File: config.mk
export PLATFORM = sky130hd
export DESIGN_NAME = serial_stream_feeder
export DESIGN_NICKNAME = d
export VERILOG_FILES = /design/src/rtl/serial_stream_feeder.sv
export SDC_FILE = /design/constraint.sdc
export NUM_CORES = 1
export LEC_CHECK = 0
export ABC_AREA = 1
export BUFFER_PORTS_ARGS = -buffer_cell sky130_fd_sc_hd__buf_4
export CORE_MARGIN = 2
export CORE_UTILIZATION = 48
export DETAILED_ROUTE_END_ITERATION = 16
export PLACE_DENSITY = 0.76
export SLEW_MARGIN = 20
export SYNTH_ARGS = -nofsm -noshare
export SYNTH_HDL_FRONTEND = slang
export SYNTH_SLANG_ARGS = --single-unit
File: constraint.sdc
create_clock -name clk -period 3.4 [get_ports clk]
set_clock_uncertainty 0.15 [all_clocks]
set_input_delay 0.17 -clock clk [delete_from_list [all_inputs] [get_ports clk]]
set_output_delay 0.17 -clock clk [all_outputs]
set_load 0.005 [all_outputs]
File: src/rtl/serial_stream_feeder.sv
// serial_stream_feeder
// ---------------------------------------------------------------------------
// Parallel-to-serial feeder for the serial sequence detector. Accepts
// WIDTH-bit words over a valid/ready handshake and presents them MSB-first,
// one bit per shift_en strobe, on serial_out.
//
// Optional feature macro: SERIAL_FEEDER_PREFETCH_EN
//   undefined : single shift register, one bubble cycle between words
//   defined   : adds a one-word hold register so consecutive words stream
//               with no bubble
//
// Ports
//   clk          in   system clock, posedge
//   rst          in   synchronous active-low reset
//   load_valid   in   upstream word present on load_data
//   load_data    in   WIDTH-bit word, bit WIDTH-1 sent first
//   load_ready   out  feeder accepts a word this cycle
//   shift_en     in   consumer advance strobe (0 holds the current bit)
//   serial_out   out  current serial bit (0 whenever serial_valid=0)
//   serial_valid out  serial_out carries a data bit
//   word_done    out  one-cycle pulse after the last bit of a word is consumed
//   busy         out  word in flight or word buffered
//   bit_idx      out  index of the bit currently on serial_out
//   state_dbg    out  FSM state (0=IDLE, 1=SHIFT) for checkers
//
// Handshake: a word transfers on a posedge where load_valid=1 and
// load_ready=1; load_data is ignored otherwise. load_valid may be held
// high across cycles where load_ready=0 without side effects.
// ---------------------------------------------------------------------------
module serial_stream_feeder #(
  parameter int WIDTH = 8,
  localparam int IW = $clog2(WIDTH)
) (
  input  logic             clk,
  input  logic             rst,
  input  logic             load_valid,
  input  logic [WIDTH-1:0] load_data,
  output logic             load_ready,
  input  logic             shift_en,
  output logic             serial_out,
  output logic             serial_valid,
  output logic             word_done,
  output logic             busy,
  output logic [IW-1:0]    bit_idx,
  output logic             state_dbg
);

  typedef enum logic {
    S_IDLE  = 1'b0,
    S_SHIFT = 1'b1
  } state_t;

  state_t           state_q, state_d;
  logic [WIDTH-1:0] sreg_q, sreg_d;
  logic [IW-1:0]    idx_q, idx_d;
  logic             word_done_q, word_done_d;
  logic             accept;
  logic             last_bit;

`ifdef SERIAL_FEEDER_PREFETCH_EN
  logic [WIDTH-1:0] hold_q, hold_d;
  logic             hold_full_q, hold_full_d;

  assign load_ready = !hold_full_q;
  assign busy       = (state_q == S_SHIFT) || hold_full_q;
`else
  assign load_ready = (state_q == S_IDLE);
  assign busy       = (state_q == S_SHIFT);
`endif

  assign accept   = load_valid && load_ready;
  assign last_bit = (state_q == S_SHIFT) && shift_en && (idx_q == '0);

  always_comb begin
    state_d     = state_q;
    sreg_d      = sreg_q;
    idx_d       = idx_q;
    word_done_d = 1'b0;
`ifdef SERIAL_FEEDER_PREFETCH_EN
    hold_d      = hold_q;
    hold_full_d = hold_full_q;
`endif
    case (state_q)
      S_IDLE: begin
        if (accept) begin
          sreg_d  = load_data;
          idx_d   = IW'(WIDTH - 1);
          state_d = S_SHIFT;
        end
      end
      S_SHIFT: begin
`ifdef SERIAL_FEEDER_PREFETCH_EN
        // A load that coincides with the last bit bypasses hold and goes
        // straight into sreg (handled below); any other load parks in hold.
        if (accept && !last_bit) begin
          hold_d      = load_data;
          hold_full_d = 1'b1;
        end
`endif
        if (shift_en) begin
          if (idx_q != '0) begin
            sreg_d = {sreg_q[WIDTH-2:0], 1'b0};
            idx_d  = idx_q - IW'(1);
          end else begin
            word_done_d = 1'b1;
`ifdef SERIAL_FEEDER_PREFETCH_EN
            if (hold_full_q) begin
              // accept is impossible here: load_ready=0 while hold is full
              sreg_d      = hold_q;
              idx_d       = IW'(WIDTH - 1);
              hold_full_d = 1'b0;
            end else if (accept) begin
              sreg_d = load_data;
              idx_d  = IW'(WIDTH - 1);
            end else begin
              state_d = S_IDLE;
              sreg_d  = '0;
              idx_d   = '0;
            end
`else
            state_d = S_IDLE;
            sreg_d  = '0;
            idx_d   = '0;
`endif
          end
        end
      end
      default: state_d = S_IDLE;
    endcase
  end

  always_ff @(posedge clk) begin
    if (!rst) begin
      state_q     <= S_IDLE;
      sreg_q      <= '0;
      idx_q       <= '0;
      word_done_q <= 1'b0;
`ifdef SERIAL_FEEDER_PREFETCH_EN
      hold_q      <= '0;
      hold_full_q <= 1'b0;
`endif
    end else begin
      state_q     <= state_d;
      sreg_q      <= sreg_d;
      idx_q       <= idx_d;
      word_done_q <= word_done_d;
`ifdef SERIAL_FEEDER_PREFETCH_EN
      hold_q      <= hold_d;
      hold_full_q <= hold_full_d;
`endif
    end
  end

  assign serial_valid = (state_q == S_SHIFT);
  assign serial_out   = serial_valid && sreg_q[WIDTH-1];
  assign word_done    = word_done_q;
  assign bit_idx      = idx_q;
  assign state_dbg    = state_q;

endmodule
# --- Word-level counts from Yosys, hierarchy flattened ---
# Index checks and enable logic that the tools add are counted.
# Widths: inputs -> output; s select.
totals:
  register_bits: 13
  in_bits: 12
  out_inout_bits: 9
classes:
  addsub: 1
  n_eq_ne: 2
  n_mux: 13
  n_bitwise: 1
  n_reduce_logical: 5
op_table:
  columns: ["operator", "count"]
  rows:
  - ["$mux 8", 3]
  - ["$pmux 8 s2", 1]
  - ["$mux 3", 3]
  - ["$pmux 3 s2", 1]
  - ["$mux 1", 4]
  - ["$reduce_and 3->1", 1]
  - ["$reduce_bool 3->1", 1]
  - ["$sub 3x1->3 const B", 1]
  - ["$logic_and 1x1->1", 2]
  - ["$ne 2x1->1 const B", 1]
  - ["$ne 2x2->1 const B", 1]
  - ["$pmux 1 s2", 1]
  - ["$reduce_and 2->1", 1]
  - ["$not 1->1", 1]

# --- Depth between registers and ports, before layout ---
# Gate-level depths: netlist of run 1.
logic_depth:
  depth_word: 4
  ltp_mapped: 7
  mapped_depth_nobuf: 7

# --- Worst setup path before layout of run 1 ---
# No wires, ideal clock.
synth_path:
  path_kind: "register to register"
  start: "reg state_q, in the netlist busy"
  end: "reg sreg_q[1]"
  arrival_time_ns: 1.003
  required_time_ns: 3.122
  slack_ns: 2.119
  path_stages_with_launch: 7
  path_cell_list: "dfxtp_1 -> nand2_1 -> buf_2 -> nand3_1 -> nand2_1 -> nor2_1 -> nor2_1"
synth_between:
  elab_chain_cells: 4
  elab_cells_between_ends: 6
  cone_classes: "eq/ne (2); mux (1); bitwise (1); reduce/logical (2)"
synth_rtl:
  columns: ["element", "line", "rtl"]
  rows:
  - ["start: declaration", "53", "state_t state_q, state_d;"]
  - ["start signal: assignment", "143", "state_q <= state_d;"]
  - ["$not 1->1", null, null]
  - ["$logic_and 1x1->1", "71", "assign accept = load_valid && load_ready;"]
  - ["$ne 2x1->1 (no source line)", null, null]
  - ["$reduce_and 2->1 (no source line)", null, null]
  - ["end signal: assignment", "144", "sreg_q <= sreg_d;"]
  - ["end: declaration", "54", "logic [WIDTH-1:0] sreg_q, sreg_d;"]
# Parallel ways exist; a longest one is shown, timed or not.
# A chain may end at the register's enable or synchronous reset.

# --- Worst setup path in the final report of run 1 ---
layout_path:
  start: "reg state_q, in the netlist busy"
  end: "reg sreg_q[3]"
# Same word-level chain as after synthesis.

==> results of run 1 <==
==> cell families after synthesis <==
kind of cell    Yosys count
simple gates             67
buf+inv                  13
compound gates            6
flops                    13
==> worst max path at each step <==
| stage | cells past startpoint | from | slack, ps | to |
|---|---|---|---|---|
| after floorplan | 6 | busy$_SDFF_PN0_ | 2120 | sreg_q[1]$_SDFFE_PN0P_ |
| after global placement | 6 | busy$_SDFF_PN0_ | 1910 | sreg_q[3]$_SDFFE_PN0P_ |
| after detailed placement | 6 | busy$_SDFF_PN0_ | 1810 | sreg_q[3]$_SDFFE_PN0P_ |
| after CTS | 6 | busy$_SDFF_PN0_ | 1800 | sreg_q[3]$_SDFFE_PN0P_ |
| after global routing | 6 | busy$_SDFF_PN0_ | 1600 | sreg_q[3]$_SDFFE_PN0P_ |
| final | 6 | busy$_SDFF_PN0_ | 1800 | sreg_q[3]$_SDFFE_PN0P_ |
==> critical path, cell delays in order (launching register included) <==
cell and delay (ps):
dfxtp_1 490, nand2_1 320, nand2_2 280, nand2_1 80
nor2_1 100, nor2_1 50, nor2_1 70
==> layout make-up <==
type                    instances  area (sq um)  area share [%]
well taps                      15          18.8            2.30
multi-input cells              73           318            38.9
flip-flops and latches         13           260            31.9
repair buffers                 21           160            19.6
clock buffers                   4          26.3            3.22
inverters                       9          33.8            4.13
==> placed cells by master, fill, tap and decap left out <==
cell           netlist  routed
a21oi_1              5       5
nand3b_1             1       1
nand3_1             10      10
nand2_2              1       1
nor2_1              21      21
inv_2                2       2
inv_1                7       7
dfxtp_1             13      13
dlygate4sd3_1        0       1
clkbuf_4             0       3
nand2_8              1       1
clkbuf_1             1       1
buf_4                2      20
o21ai_0              1       1
nor3_1               1       1
nand2_1             32      32
==> where the power goes <==
group          switching [mW]  leakage (nW)  internal [mW]
registers             0.00898         0.107          0.163
logic                  0.0396         0.294         0.0349
clock network          0.0521        0.0150         0.0455
==> cells in the mapped netlist <==
cell type	number	area share (%)
nand2_1	32	19
nor2_1	21	12
dfxtp_1	13	41
nand3_1	10	7.9
inv_1	7	4.1
a21oi_1	5	3.9
buf_4	2	2.4
inv_2	2	1.2
buf_2	1	0.79
clkbuf_1	1	0.59
nand2_2	1	0.98
nand2_8	1	3.1
nand3b_1	1	1.2
nor3_1	1	0.79
o21ai_0	1	0.79
==> registers in the layout (all words and copies together), names as in the netlist <==
name / cells
bit_idx: 3
word_done: 1
sreg_q: 8
busy: 1
==> routing by layer <==
metal / GRT usage, % / part of all wire, %
met2: 33.3 / 45
met4: 7.50 / 1.1
met1: 25.2 / 48
met5: 0 / 0
met3: 3.33 / 5.7
==> per-stage QoR <==
step                      instance area (sq um)  worst slack, ps
after floorplan                             636             2120
final                                       817             1800
after global placement                      781             1910
after global routing                        817             1600
after CTS                                   817             1800
after detailed placement                    781             1810
==> what timing repair did <==
action	CTS	global route
gates resized for setup	0	0
setup buffers	0	0
endpoints found under the setup margin	0	0
endpoints found under the hold margin	1	0
hold buffers	1	0
==> flow_metrics.env, run 1 <==
export IMPL_status="completed"
export IMPL_synthAdderAreaFrac_pct=0
export IMPL_core_rowCount=13
export IMPL_dpl_hpwl_um=948
export IMPL_place_detailed_instances=130
export IMPL_area_growth_syn_to_layout_pct=28.5
export IMPL_timing_worst_setup_path_type="flip-flop to flip-flop"
export IMPL_rr_endpoint="sreg_q[3]$_SDFFE_PN0P_"
export IMPL_hold_violation_total_from_the_final_report=0
export IMPL_critical_path_max_fanout=12
export IMPL_worst_slew_pin_transition_ps=388
export IMPL_worst_hold_path_type="input pin to flip-flop"
export IMPL_worst_setup_path_start_kind="flip-flop"
export IMPL_initial_utilization_pct=50.1
export IMPL_remaining_drc_errors=0
export IMPL_timing_hold_ws_ps=1.32
export IMPL_layout_filler_cells=127
export IMPL_cts_tree="done"
export IMPL_boundaryPins=21
export IMPL_synth_top_family_by_area="simple AND/OR/NAND/NOR gates"
export IMPL_setup_violations_final=0
export IMPL_vias_per_cell=4.87
export IMPL_ys_ff_latch=13
export IMPL_worst_skew_pair_late_latency_ps=280
export IMPL_die_area_sq_um=1630
export IMPL_totalPowerFinal_mw=0.344
export IMPL_pin_count_of_the_biggest_net_entering_global_routing=13
export IMPL_rsz0062_at_grt="no"
export IMPL_detailed_router_iteration_count_before_antenna_repair=5
export IMPL_post_synth_cell_area_avg_sq_um=6.42
export IMPL_worstRegToRegCells=6
export IMPL_drt_first_iter_violations=18
export IMPL_final_nets=133
export IMPL_drive_above_1_share_pct=22.5
export IMPL_vdd_ir_drop_max_mv=0.276
export IMPL_cts_buffers_inserted=3
export IMPL_yosysWarningCount=0
export IMPL_final_antenna_net_count=0
export IMPL_first_pass_grt_wire_length_mm=2.15
export IMPL_fin_util_pct=64.4
export IMPL_htree_num_levels=1
export IMPL_clock_sink_count=13
export IMPL_power_leakage_nw=0.416
export IMPL_post_route_period_util_pct=47.0
export IMPL_die_width_um=40.4
export IMPL_io_buffers=20
export IMPL_wl_mm=1.31
export IMPL_gr_total_overflow=0
export IMPL_power_density_nw_per_um2=421
export IMPL_core_area_sq_um=1270
export IMPL_n_antenna_cell=0
export IMPL_first_global_vias=505
export IMPL_synth_compound_area_share_pct=4.72
export IMPL_post_route_min_period_ps=1600
export IMPL_clock_root_buffer="clkbuf_4"
export IMPL_yosysUniqueCellTypes=15
export IMPL_syn_area_sq_um=636
export IMPL_tns_ps=0
export IMPL_min_delay_worst_endpoint="sreg_q[0]$_SDFFE_PN0P_"
export IMPL_dieHeight_um=40.4
export IMPL_rr_startpoint="busy$_SDFF_PN0_"
export IMPL_cp_arrival_ps=1670
export IMPL_synth_cells=99
export IMPL_cts_reportedPaths_clkPinSlew_ps=80
export IMPL_worstPathRequired_ps=3470
export IMPL_antenna_found_initial=0
export IMPL_grt_total_usage_pct=19.9
export IMPL_num_vias=658
export IMPL_wl_per_cell_um=9.67
export IMPL_worstHoldStart="load_data[0]"
export IMPL_max_clock_path_buffers=2
export IMPL_max_freq_mhz=626
export IMPL_critical_path_endpoint_type="flip-flop"
export IMPL_share_of_synthesized_cell_area_in_and_or_nand_and_nor_gates_pct=45.3
export IMPL_synth_mux_area_share_pct=0
export IMPL_worst_slew_margin_rel_pct=74.0
export IMPL_gp_routability_congestion=0.792
export IMPL_mappedNetlistNets=111
export IMPL_worst_hold_path_num_cells=3
export IMPL_filler_free_cell_count_of_the_finished_design=135
export IMPL_r2r_slack_ps=1800
export IMPL_drv_max_cap_violation_count=0
export IMPL_synthXorXnorAreaFrac_pct=0
export IMPL_report_final_slew_viol_count=0
export IMPL_synth_yosys_seq_area_share_pct=40.9
No activity file was read; power rests on OpenSTA's default activity.
==> run 2: changes to the inputs <==
--- a/config.mk
+++ b/config.mk
@@ -8,9 +8,9 @@
 export ABC_AREA = 1
 export BUFFER_PORTS_ARGS = -buffer_cell sky130_fd_sc_hd__buf_4
 export CORE_MARGIN = 2
-export CORE_UTILIZATION = 48
+export CORE_UTILIZATION = 47
 export DETAILED_ROUTE_END_ITERATION = 16
-export PLACE_DENSITY = 0.76
+export PLACE_DENSITY = 0.75
 export SLEW_MARGIN = 20
 export SYNTH_ARGS = -nofsm -noshare
 export SYNTH_HDL_FRONTEND = slang
==> constraint.sdc (replaced) <==
create_clock -name clk -period 1.55 [get_ports clk]
set_clock_uncertainty 0.15 [all_clocks]
set_input_delay 0.0775 -clock clk [delete_from_list [all_inputs] [get_ports clk]]
set_output_delay 0.0775 -clock clk [all_outputs]
set_load 0.005 [all_outputs]
==> flow_metrics.env, run 2 (synthesis results as in run 1) <==
export IMPL_dieHeight_um=40.8
export IMPL_post_route_min_period_ps=1370
export IMPL_status="completed"
export IMPL_hold_violation_total_from_the_final_report=0
export IMPL_first_global_vias=547
export IMPL_cell_area_placed_sq_um=796
export IMPL_gr_total_overflow=0
export IMPL_num_vias=681
export IMPL_power_leakage_nw=0.463
export IMPL_cp_arrival_ps=1380
export IMPL_core_area_sq_um=1280
export IMPL_worst_hold_path_num_cells=4
export IMPL_antenna_found_initial=0
export IMPL_clock_root_buffer="clkbuf_4"
export IMPL_layout_filler_cells=114
export IMPL_worst_slew_margin_rel_pct=76.0
export IMPL_vias_per_cell=4.66
export IMPL_area_growth_syn_to_layout_pct=45.1
export IMPL_setup_violations_final=0
export IMPL_filler_free_cell_count_of_the_finished_design=146
export IMPL_wl_mm=1.46
export IMPL_die_area_sq_um=1660
export IMPL_timing_worst_setup_path_type="flip-flop to flip-flop"
export IMPL_max_clock_path_buffers=2
export IMPL_drt_first_iter_violations=13
export IMPL_io_buffers=20
export IMPL_gp_routability_congestion=0.787
export IMPL_clock_sink_count=13
export IMPL_n_antenna_cell=0
export IMPL_vdd_ir_drop_max_mv=0.444
export IMPL_critical_path_max_fanout=6
export IMPL_drv_max_cap_violation_count=0
export IMPL_final_nets=144
export IMPL_rsz0062_at_grt="no"
export IMPL_wl_per_cell_um=9.99
export IMPL_critical_path_endpoint_type="flip-flop"
export IMPL_final_cell_mix="nand2_1, buf_4, nor2_1, dfxtp_1"
export IMPL_worst_slew_pin_transition_ps=359
export IMPL_core_rowCount=13
export IMPL_dpl_hpwl_um=954
export IMPL_grt_total_usage_pct=20.1
export IMPL_min_delay_worst_endpoint="word_done$_SDFF_PN0_"
export IMPL_r2r_slack_ps=180
export IMPL_final_seq_area_sq_um=260
export IMPL_tns_ps=0
export IMPL_registers_top_by_ff_count="sreg_q"
export IMPL_die_width_um=40.8
export IMPL_post_route_period_util_pct=88.1
export IMPL_report_final_slew_viol_count=0
export IMPL_worst_skew_pair_late_latency_ps=280
export IMPL_multi_input_combinational_cell_area_sq_um=318
export IMPL_pin_count_of_the_biggest_net_entering_global_routing=13
export IMPL_max_freq_mhz=732
export IMPL_worstPathRequired_ps=1560
export IMPL_detailed_router_iteration_count_before_antenna_repair=4
export IMPL_worst_setup_path_start_kind="flip-flop"
export IMPL_boundaryPins=21
export IMPL_final_antenna_net_count=0
export IMPL_cts_resizes=0
export IMPL_fin_area_sq_um=922
export IMPL_worst_hold_path_type="input pin to flip-flop"
export IMPL_place_detailed_instances=132
export IMPL_cts_tree="done"
export IMPL_power_density_nw_per_um2=849
export IMPL_drive_above_1_share_pct=22.1
export IMPL_largest_reg_flops=8
export IMPL_totalPowerFinal_mw=0.783
export IMPL_cts_buffers_inserted=3
export IMPL_initial_utilization_pct=49.5
export IMPL_remaining_drc_errors=0
export IMPL_worstRegToRegCells=6
export IMPL_worstHoldStart="shift_en"
export IMPL_timing_hold_ws_ps=227
export IMPL_rr_startpoint="bit_idx[0]$_SDFFE_PN0P_"
export IMPL_leading_cell_type_in_the_layout_fill_and_taps_excluded="nand2_1"
export IMPL_rr_endpoint="sreg_q[5]$_SDFFE_PN0P_"
export IMPL_cts_reportedPaths_clkPinSlew_ps=80
export IMPL_first_pass_grt_wire_length_mm=2.17
export IMPL_htree_num_levels=1
run 2: changes by cell type in the layout (fill, tap and decap cells not counted), sizes merged:
| cell | previous run | this run |
|---|---|---|
| dlygate4sd3 | 1 | 10 |
| buf | 20 | 22 |
run 2: final cells by class:
class                   instances  area share [%]
multi-input cells              73            34.5
well taps                      15            2.04
inverters                       9            3.66
clock buffers                   4            2.85
flip-flops and latches         13            28.2
repair buffers                 32            28.8
run 2: critical path: stages, from the launching register on:
cell	delay (ps)
dfxtp_1	340
nor2_1	180
nand2_1	140
nand2_1	210
nor2_1	80
nor2_1	100
nor2_1	40
run 2: worst max-delay path by stage:
stage | start | end | slack, ps
after detailed placement | bit_idx[0]$_SDFFE_PN0P_ | sreg_q[4]$_SDFFE_PN0P_ | 200
after CTS | bit_idx[0]$_SDFFE_PN0P_ | sreg_q[4]$_SDFFE_PN0P_ | 190
after global routing | busy$_SDFF_PN0_ | sreg_q[4]$_SDFFE_PN0P_ | 70
after floorplan | busy$_SDFF_PN0_ | sreg_q[1]$_SDFFE_PN0P_ | 270
final | bit_idx[0]$_SDFFE_PN0P_ | sreg_q[5]$_SDFFE_PN0P_ | 180
after global placement | bit_idx[0]$_SDFFE_PN0P_ | sreg_q[3]$_SDFFE_PN0P_ | 210
run 2: metrics by stage:
stage	utilization (%)	setup slack (ps)
3_5_place_dp	61.9	202
2_1_floorplan	-	269
3_3_place_gp	61.9	212
5_1_grt	71.8	68.2
4_1_cts	71.8	189
6_report	71.8	184
run 2: where the power goes:
group	internal (mW)	leakage [nW]	total [mW]	switching, mW
clock	0.0999	0.0150	0.215	0.115
combinational	0.0960	0.341	0.191	0.0954
sequential	0.358	0.107	0.376	0.0179
run 2: timing repair:
item / CTS / global route
endpoints found under the hold margin: 9 / 0
hold buffers: 10 / 0
buffers inserted: 0 / 0
setup endpoints to repair: 0 / 0
run 2: metal layers:
metal	track usage [%]	up-vias	routed length, um
li1	-	366	-
met1	22.0	293	640
met5	0	-	0
met2	36.9	20	736
met3	4.89	2	72
met4	7.50	0	10
